==> config.mk <==
export PLATFORM = sky130hd
export DESIGN_NAME = pb_sw_conditioner_flat
export DESIGN_NICKNAME = d
export VERILOG_FILES = /design/src/rtl/pb_sw_conditioner_if.sv /design/src/rtl/pb_sw_conditioner.sv /design/src/flat_wrapper.sv
export SDC_FILE = /design/constraint.sdc
export NUM_CORES = 1
export LEC_CHECK = 0
export CORE_MARGIN = 8
export CORE_UTILIZATION = 60
export CTS_CLUSTER_SIZE = 25
export DETAILED_ROUTE_END_ITERATION = 10
export GPL_TIMING_DRIVEN = 0
export PLACE_DENSITY = 0.78
export SETUP_SLACK_MARGIN = 0.4
export SYNTH_ARGS = -nofsm -noshare
export SYNTH_HDL_FRONTEND = slang
export SYNTH_SLANG_ARGS = --single-unit
==> constraint.sdc <==
create_clock -name OSC_FPGA -period 2.4 [get_ports OSC_FPGA]
set_input_delay 0.36 -clock OSC_FPGA [delete_from_list [all_inputs] [get_ports OSC_FPGA]]
set_output_delay 0.36 -clock OSC_FPGA [all_outputs]
set_load 0.005 [all_outputs]
==> src/rtl/pb_sw_conditioner_if.sv <==
// pb_sw_conditioner_if
// Pin-side bundle for the pushbutton/switch conditioner.
//   PB, SW          raw asynchronous board inputs (PB: 1 = pressed)
//   PB_STATE        debounced button levels
//   PB_PRESS        one-cycle pulse on a debounced button 0->1
//   PB_RELEASE      one-cycle pulse on a debounced button 1->0
//   PB_LONG         one-cycle pulse once a press has been held long enough
//   SW_STATE        debounced switch levels
//   SW_CHANGE       one-cycle pulse on any debounced switch transition
//   PRESS_COUNT     PB[0] presses modulo 4, cleared by a PB[1] press
// master: drives the raw pins and observes the conditioned outputs.
// slave:  the conditioner itself.
interface pb_sw_conditioner_if;
  logic [1:0] PB;
  logic [1:0] SW;
  logic [1:0] PB_STATE;
  logic [1:0] PB_PRESS;
  logic [1:0] PB_RELEASE;
  logic [1:0] PB_LONG;
  logic [1:0] SW_STATE;
  logic [1:0] SW_CHANGE;
  logic [1:0] PRESS_COUNT;

  modport master (
    output PB, SW,
    input  PB_STATE, PB_PRESS, PB_RELEASE, PB_LONG,
    input  SW_STATE, SW_CHANGE, PRESS_COUNT
  );

  modport slave (
    input  PB, SW,
    output PB_STATE, PB_PRESS, PB_RELEASE, PB_LONG,
    output SW_STATE, SW_CHANGE, PRESS_COUNT
  );
endinterface

==> src/rtl/pb_sw_conditioner.sv <==
// pb_sw_conditioner
// Turns the two raw pushbuttons and two raw slide switches into synchronised,
// debounced levels plus single-cycle event pulses (press, release, long-press,
// switch change) and keeps a wrapping 2-bit count of PB[0] presses.
// Ports:
//   OSC_FPGA  system clock, all logic on its rising edge
//   RST       synchronous active-high reset
//   io        pb_sw_conditioner_if.slave (raw pins in, conditioned outputs)
// Parameters:
//   DEBOUNCE_CYCLES  stable cycles needed to accept a level change (>= 2)
//   HOLD_CYCLES      cycles of held press before PB_LONG (> DEBOUNCE_CYCLES)
module pb_sw_conditioner #(
  parameter int DEBOUNCE_CYCLES = 500000,
  parameter int HOLD_CYCLES     = 50000000
) (
  input  logic                    OSC_FPGA,
  input  logic                    RST,
  pb_sw_conditioner_if.slave      io
);

  localparam int DW = $clog2(DEBOUNCE_CYCLES);
  localparam int HW = $clog2(HOLD_CYCLES) + 1;
  localparam logic [DW-1:0] DB_LAST   = DW'(DEBOUNCE_CYCLES - 1);
  localparam logic [HW-1:0] HOLD_LAST = HW'(HOLD_CYCLES - 1);
  localparam logic [HW-1:0] HOLD_SAT  = HW'(HOLD_CYCLES);

  // Channel order: 0 = PB0, 1 = PB1, 2 = SW0, 3 = SW1.
  logic [3:0] raw;
  logic [3:0] stable;
  logic [1:0] rise;
  logic [1:0] fall;
  logic [1:0] change;
  logic [1:0] press_d;
  logic [1:0] long_pulse;
  logic [1:0] count_q, count_d;

  assign raw = {io.SW, io.PB};

  genvar gi;
  generate
    for (gi = 0; gi < 4; gi++) begin : g_chan
      logic          s1_q, s2_q;
      logic          stable_q, stable_d;
      logic          rise_d, fall_d;
      logic [DW-1:0] cnt_q, cnt_d;

      // Any return of s2 to the accepted level restarts the count, so only
      // an uninterrupted run of DEBOUNCE_CYCLES differing samples is accepted.
      always_comb begin
        cnt_d    = cnt_q;
        stable_d = stable_q;
        rise_d   = 1'b0;
        fall_d   = 1'b0;
        if (s2_q == stable_q) begin
          cnt_d = '0;
        end else if (cnt_q == DB_LAST) begin
          stable_d = s2_q;
          cnt_d    = '0;
          rise_d   = s2_q;
          fall_d   = ~s2_q;
        end else begin
          cnt_d = cnt_q + 1'b1;
        end
      end

      always_ff @(posedge OSC_FPGA) begin
        if (RST) begin
          s1_q     <= 1'b0;
          s2_q     <= 1'b0;
          stable_q <= 1'b0;
          cnt_q    <= '0;
        end else begin
          s1_q     <= raw[gi];
          s2_q     <= s1_q;
          stable_q <= stable_d;
          cnt_q    <= cnt_d;
        end
      end

      assign stable[gi] = stable_q;

      if (gi < 2) begin : g_btn
        logic rise_q, fall_q;
        always_ff @(posedge OSC_FPGA) begin
          if (RST) begin
            rise_q <= 1'b0;
            fall_q <= 1'b0;
          end else begin
            rise_q <= rise_d;
            fall_q <= fall_d;
          end
        end
        assign rise[gi]    = rise_q;
        assign fall[gi]    = fall_q;
        // Same-cycle view of the press so PRESS_COUNT moves with PB_PRESS.
        assign press_d[gi] = rise_d;
      end else begin : g_sw
        logic chg_q;
        always_ff @(posedge OSC_FPGA) begin
          if (RST) chg_q <= 1'b0;
          else     chg_q <= rise_d | fall_d;
        end
        assign change[gi-2] = chg_q;
      end
    end

    // Hold counter runs from the cycle after the press; it parks at
    // HOLD_CYCLES so the long-press compare matches only once per press.
    for (gi = 0; gi < 2; gi++) begin : g_hold
      logic [HW-1:0] hold_q;
      logic          long_q;
      always_ff @(posedge OSC_FPGA) begin
        if (RST) begin
          hold_q <= '0;
          long_q <= 1'b0;
        end else if (!stable[gi]) begin
          hold_q <= '0;
          long_q <= 1'b0;
        end else begin
          long_q <= (hold_q == HOLD_LAST);
          if (hold_q != HOLD_SAT) hold_q <= hold_q + 1'b1;
        end
      end
      assign long_pulse[gi] = long_q;
    end
  endgenerate

  // PB1 press clears the count and takes priority over a coincident PB0 press.
  always_comb begin
    count_d = count_q;
    if (press_d[1])      count_d = 2'd0;
    else if (press_d[0]) count_d = count_q + 2'd1;
  end

  always_ff @(posedge OSC_FPGA) begin
    if (RST) count_q <= 2'd0;
    else     count_q <= count_d;
  end

  assign io.PB_STATE    = stable[1:0];
  assign io.SW_STATE    = stable[3:2];
  assign io.PB_PRESS    = rise;
  assign io.PB_RELEASE  = fall;
  assign io.PB_LONG     = long_pulse;
  assign io.SW_CHANGE   = change;
  assign io.PRESS_COUNT = count_q;

endmodule

==> src/flat_wrapper.sv <==
// flat-port wrapper written by rule: the top's interface ports become plain ports
module pb_sw_conditioner_flat 
#(
  parameter int DEBOUNCE_CYCLES = 500000,
  parameter int HOLD_CYCLES     = 50000000
)
  (OSC_FPGA, RST, io_PB, io_SW, io_PB_STATE, io_PB_PRESS, io_PB_RELEASE, io_PB_LONG, io_SW_STATE, io_SW_CHANGE, io_PRESS_COUNT);
  pb_sw_conditioner_if io_i ();
  input  logic OSC_FPGA;
  input  logic RST;
  input wire logic [$bits(io_i.PB)-1:0] io_PB;
  input wire logic [$bits(io_i.SW)-1:0] io_SW;
  output wire logic [$bits(io_i.PB_STATE)-1:0] io_PB_STATE;
  output wire logic [$bits(io_i.PB_PRESS)-1:0] io_PB_PRESS;
  output wire logic [$bits(io_i.PB_RELEASE)-1:0] io_PB_RELEASE;
  output wire logic [$bits(io_i.PB_LONG)-1:0] io_PB_LONG;
  output wire logic [$bits(io_i.SW_STATE)-1:0] io_SW_STATE;
  output wire logic [$bits(io_i.SW_CHANGE)-1:0] io_SW_CHANGE;
  output wire logic [$bits(io_i.PRESS_COUNT)-1:0] io_PRESS_COUNT;
  assign io_i.PB = io_PB;
  assign io_i.SW = io_SW;
  assign io_PB_STATE = io_i.PB_STATE;
  assign io_PB_PRESS = io_i.PB_PRESS;
  assign io_PB_RELEASE = io_i.PB_RELEASE;
  assign io_PB_LONG = io_i.PB_LONG;
  assign io_SW_STATE = io_i.SW_STATE;
  assign io_SW_CHANGE = io_i.SW_CHANGE;
  assign io_PRESS_COUNT = io_i.PRESS_COUNT;
  pb_sw_conditioner #(.DEBOUNCE_CYCLES(DEBOUNCE_CYCLES), .HOLD_CYCLES(HOLD_CYCLES)) u_core (.OSC_FPGA(OSC_FPGA), .RST(RST), .io(io_i));
endmodule
== After elaboration in Yosys (flattened, before gate mapping) ==
Cells that the tools add are included.

* Input bits: 6
* Memory bits (read-only): 0
* Memories: 0
* Bits in writable memories: 0
* Register bits: 152
* Output and inout port bits: 14
* Bits in latches: 0
* Word-level logic and storage cells: 85

* Multipliers: 0
* Divide/modulo/power cells: 0
* Reductions and logical operators: 13
* Add/subtract/negate cells: 7
* Shift-type cells: 0
* Order comparisons: 0
* Bitwise operators: 14
* Mux-type cells: 12
* Equality and inequality tests: 12

{| class="wikitable"
|+ Operators by type and width
! cell !! count
|-
| 19-bit by 1-bit adder with 19-bit output, second input constant || 4
|-
| 19-bit == test, second input constant || 4
|-
| 27-bit by 1-bit adder with 27-bit output, second input constant || 2
|-
| 27-bit by 26-bit == test with 1-bit output, second input constant || 2
|-
| 27-bit by 26-bit != test with 1-bit output, second input constant || 2
|-
| 3-bit OR reduction || 6
|-
| 1-bit two-way mux || 12
|-
| 1-bit NOT || 12
|-
| 2-bit AND reduction || 4
|-
| 2-bit OR reduction || 3
|-
| 1-bit == test || 4
|-
| 2-bit by 1-bit adder with 2-bit output, second input constant || 1
|-
| 1-bit OR || 2
|}

== Logic depth before layout (Yosys ltp) ==
* Depth in word-level cells: 4
* Mapped depth: 7
* Mapped depth without buffers: 5

== Worst setup path after synthesis ==
OpenSTA, ideal clock, no wires.

* Path type: flip-flop to flip-flop
* From: reg u_core.g_hold[0].hold_q[0]
* To: reg u_core.g_hold[0].hold_q[18]
* Stages on the path, launching flop included: 7
* Period minus slack after synthesis: 2036 ps
* Buffers on the path: 1
* Setup time: 70 ps
* Required time: 2330 ps
* Arrival: 1966 ps
* Path slack: 364 ps
* Path through: dfxtp_1 ha_1 nand4_1 or4_1 clkbuf_1 or3_1 a21oi_1

* Word-level cells in the longest chain between the ends: 1
* Elaborated cells between the ends (all ways): 2
* Those cells by class: 1 x add/sub; 1 x eq/ne

{| class="wikitable"
|+ Ends and longest elaborated chain
! item !! RTL line !! source
|-
| start, declared || pb_sw_conditioner.sv:110 || <nowiki>logic [HW-1:0] hold_q;</nowiki>
|-
| start signal, assigned || pb_sw_conditioner.sv:121 || <nowiki>if (hold_q != HOLD_SAT) hold_q <= hold_q + 1'b1;</nowiki>
|-
| 27-bit by 1-bit adder with 27-bit output / 27-bit by 26-bit != test with 1-bit output (equally long branches) || pb_sw_conditioner.sv:121 ||
|}

Several ways; a longest one is shown, not always the timed one.
A chain may end at the register's enable or synchronous reset.

== Worst setup path after layout ==
* From: reg u_core.g_chan[0].cnt_q[7]
* To: reg u_core.g_chan[0].cnt_q[4]

* Word-level cells in the longest chain between the ends: 2

{| class="wikitable"
|+ Ends and longest elaborated chain
! item !! RTL line !! source
|-
| start, declared || pb_sw_conditioner.sv:45 || <nowiki>logic [DW-1:0] cnt_q, cnt_d;</nowiki>
|-
| start signal, assigned || pb_sw_conditioner.sv:76 || <nowiki>cnt_q <= cnt_d;</nowiki>
|-
| 19-bit == test || pb_sw_conditioner.sv:56 || <nowiki>end else if (cnt_q == DB_LAST) begin</nowiki>
|-
| 3-bit OR reduction (no source line) || - ||
|}

No other way between the ends.

==> summary.txt <==
Status
  – Status: complete, no violations

Place
  – Port Buf Inserts: 19
  – Cell Area, Placed: around 7300 um2
  – Place WS: -242 ps
  – HPWL Detailed: 10,000 um
  – GPL Wtd Cong: 0.840

Global route
  – Vias in the first global route: between 5,000 and 6,000
  – Largest net degree at the start of global routing: 17
  – First-pass GRT wire length: ~26,000 um
  – Global router's overall resource usage: 21.0%
  – GR Overflow Total: 0
  – Antenna violations before repair: 0

Floorplanning
  – Initial Util: roughly 60%
  – Boundary Pins: 20
  – Core area: 11,300 um2
  – Vert. Die Dim: 123 um
  – Num rows: 39
  – Die area: 15,200 um2
  – Die X: 123 um

Worst setup path
  – Required time worst endpoint: 2710 ps
  – Bufs and invs on worst path: 3
  – FF-to-FF path depth: 7
  – Critical Setup Path Class: reg -> reg
  – Worst reg2reg startpoint: u_core.g_chan[0].cnt_q[7]$_SDFF_PP0_
  – Slowest cell on crit path: or4b_4
  – Cell repeated most along the worst path: buf_6
  – Crit. End Element: flop
  – CP top delay family: simple AND/OR/NAND/NOR gates
  – CP arrival: around 2400 ps
  – Largest stage delay, worst path: between 500 and 600 ps
  – Worst path cell trace: or4b_4 > or3b_4 > buf_6 > buf_12 > o21ai_4 > buf_6 > nor2_2
  – R2R Setup Slk: 350 ps
  – Worst setup SP type: flop
  – Crit-path max FO: 5
  – Reg-to-reg endpoint: u_core.g_chan[0].cnt_q[4]$_SDFF_PP0_

Cells and area
  – NumNets Final: about 880
  – Fill count: 769
  – Post-route cell area: roughly 8500 um2
  – Area delta synth->final: 22.2%
  – Layout cells sized above 1: between 10% and 20%
  – N_diodes: 0

Routing
  – Final wirelength: between 15,000 and 20,000 um
  – Initial DRC count: around 470
  – DR WL/cell: around 16 um
  – Final antenna-violating net count: 0
  – DRT Pass-1 Iters: 5
  – Via count: ~6,200
  – Drt drc: 0
  – Drt via density: slightly above 6

Synthesis
  – Synth Register Bits: between 150 and 200
  – Synth cell types: between 40 and 50
  – Register area share after synthesis: 44.0%
  – Post-synth top flop: dfxtp_1
  – FFs w/ async S/R, synth: 0%
  – EDFF count, synth: 0
  – Syn nets: slightly above 800
  – Avg Synthesized Cell Area: around 8.6 um2
  – Gate Count Post-Synth: 804
  – Yosys warnings: 0
  – Netlist Area Pre-Place: 6920 um2

STA
  – Final hold violation count: 0
  – Finish-stage setup viols: 0
  – Worst-margin pin slew: around 640 ps
  – Final Max Slew Viols: 0
  – Max Clk Rate: around 500 MHz
  – RSZ-0062 raised after global routing: yes
  – Slew margin rel.: about 58%
  – Final period utilization: between 80% and 90%
  – Crit path time final: slightly above 2000 ps
  – Clock Skews: about 9.0 ps
  – Final WS setup: ~350 ps

Flow run
  – Maxcap violations: 0

Clock tree
  – CTS Buf Count: 17
  – Clk slew on worst S/H paths: about 60 ps
  – Clk root buf: clkbuf_16
  – H-tree depth: 4
  – Clock latency on the worst-skew pair: approximately 430 ps
  – CTS Hold Bufs: 0
  – CTS max path bufs: 2
  – # clock sinks: 152
  – CTS tree: built

Min path
  – WHS Endpoint: u_core.g_chan[3].cnt_q[0]$_SDFF_PP0_
  – Hold wc startpoint: u_core.g_chan[3].cnt_q[0]$_SDFF_PP0_
  – Hold Path Stages: 1
  – HP Class: reg -> reg

Power
  – PwrDens: about 650 nW/um2
  – Max VDD drop: between 0.5 and 0.6 mV
  – P_leak: 2.56 nW
placed cells by master (no fill, tap or decap), types with 6 or more instances in the layout:
master | synthesis | routed
a21oi_1 | 57 | 51
a21oi_2 | 0 | 6
and2_1 | 8 | 8
and3_1 | 8 | 8
and4_1 | 20 | 19
buf_4 | 13 | 31
clkbuf_1 | 23 | 13
clkbuf_16 | 0 | 17
clkbuf_2 | 0 | 10
clkdlybuf4s50_1 | 0 | 19
dfxtp_1 | 152 | 128
dfxtp_2 | 0 | 21
inv_1 | 21 | 21
nand2_1 | 46 | 45
nand2b_1 | 6 | 6
nand3_1 | 45 | 41
nand4_1 | 38 | 38
nor2_1 | 86 | 81
nor2b_1 | 9 | 9
nor3_1 | 23 | 22
nor4_1 | 12 | 11
nor4b_1 | 7 | 6
o21ai_0 | 30 | 29
o31ai_1 | 26 | 22
or3_1 | 32 | 29
or4_1 | 33 | 26
or4_4 | 0 | 7
xnor2_1 | 33 | 33
xor2_1 | 38 | 38
synthesized netlist by cell type (20+ instances only):
cell type	count	share of area, %
dfxtp_1	152	44
nor2_1	86	4.7
a21oi_1	57	4.1
nand2_1	46	2.5
nand3_1	45	3.3
nand4_1	38	3.4
xor2_1	38	4.8
or4_1	33	3.6
xnor2_1	33	4.2
or3_1	32	2.9
o21ai_0	30	2.2
o31ai_1	26	2.8
clkbuf_1	23	1.2
nor3_1	23	1.7
inv_1	21	1.1
and4_1	20	2.5
kinds of logic after synthesis:
| family | share of synthesized area [%] |
|---|---|
| XOR/XNOR | 8.99 |
| buffers and inverters | 4.18 |
| flip-flops | 44.0 |
| adder cells (fa/ha/maj) | 1.45 |
| multiplexers | 0.163 |
| AND/OR/NAND/NOR | 30.9 |
| AO/OA/AOI/OAI | 10.3 |
layer usage:
| layer | GRT usage [%] | vias up | share of wire, % |
|---|---|---|---|
| li1 | - | 3027 | - |
| met1 | 23.7 | 2981 | 42 |
| met2 | 37.1 | 167 | 51 |
| met3 | 5.53 | 51 | 4.2 |
| met4 | 8.28 | 0 | 2.6 |
| met5 | 0 | - | 0 |
worst max path at each step:
stage,startpoint,end,depth (start not counted)
6_report,u_core.g_chan[0].cnt_q[7]$_SDFF_PP0_,u_core.g_chan[0].cnt_q[4]$_SDFF_PP0_,7
5_1_grt,u_core.g_chan[0].cnt_q[7]$_SDFF_PP0_,u_core.g_chan[0].cnt_q[17]$_SDFF_PP0_,7
4_1_cts,u_core.g_chan[0].cnt_q[5]$_SDFF_PP0_,u_core.g_chan[0].cnt_q[12]$_SDFF_PP0_,7
3_5_place_dp,RST,u_core.g_hold[1].hold_q[7]$_SDFFE_PP0P_,7
3_3_place_gp,RST,u_core.g_hold[1].hold_q[14]$_SDFFE_PP0P_,7
2_1_floorplan,u_core.g_chan[3].cnt_q[0]$_SDFF_PP0_,u_core.g_chan[3].cnt_q[10]$_SDFF_PP0_,7
report_power, final:
group | leakage, nW | total (mW) | internal, mW | switching (mW)
logic | 0.999 | 0.0524 | 0.0235 | 0.0289
clock network | 0.320 | 2.91 | 1.91 | 1.00
registers | 1.24 | 2.53 | 2.53 | 0.00552
total | 2.56 | 5.50 | 4.47 | 1.04
through the flow:
stage          hold WS, ps  util [%]  power (mW)  std cells  setup TNS [ps]
3_3_place_gp           424      64.4        2.63        966           -3570
6_report               441      74.7        5.50       1019               0
2_1_floorplan          414         -        2.62        804               0
5_1_grt                458      74.7        5.65       1019               0
3_5_place_dp           432      64.4        2.64        966           -4420
4_1_cts                446      73.1        5.53       1017               0
cell type report:
cell class	instances	area (um2)	area share, %
buffer	42	258	3.05
inverter	21	78.8	0.932
timing repair buffer	41	375	4.44
clock buffer	22	474	5.61
tap	143	179	2.12
clock inverter	9	170	2.01
multi-input combinational	589	3840	45.4
sequential	152	3080	36.4
timing repair:
item                       in CTS  in global routing
cloned                          1                  1
gates resized for setup        51                 62
setup buffers                  19                  1
pin swaps                      14                 23
setup endpoints to repair      88                 75
state kept, by name, summed over array words and instances (netlist names):
name                        count
u_core.g_chan.cnt_q            76
u_core.g_chan.g_btn.fall_q      2
u_core.g_chan.g_btn.rise_q      2
u_core.g_chan.g_sw.chg_q        2
u_core.g_chan.s1_q              4
u_core.g_chan.s2_q              4
u_core.g_chan.stable_q          4
u_core.g_hold.hold_q           54
u_core.g_hold.long_q            2
u_core.io.PRESS_COUNT           2
Power figures use the tool's default switching activity.
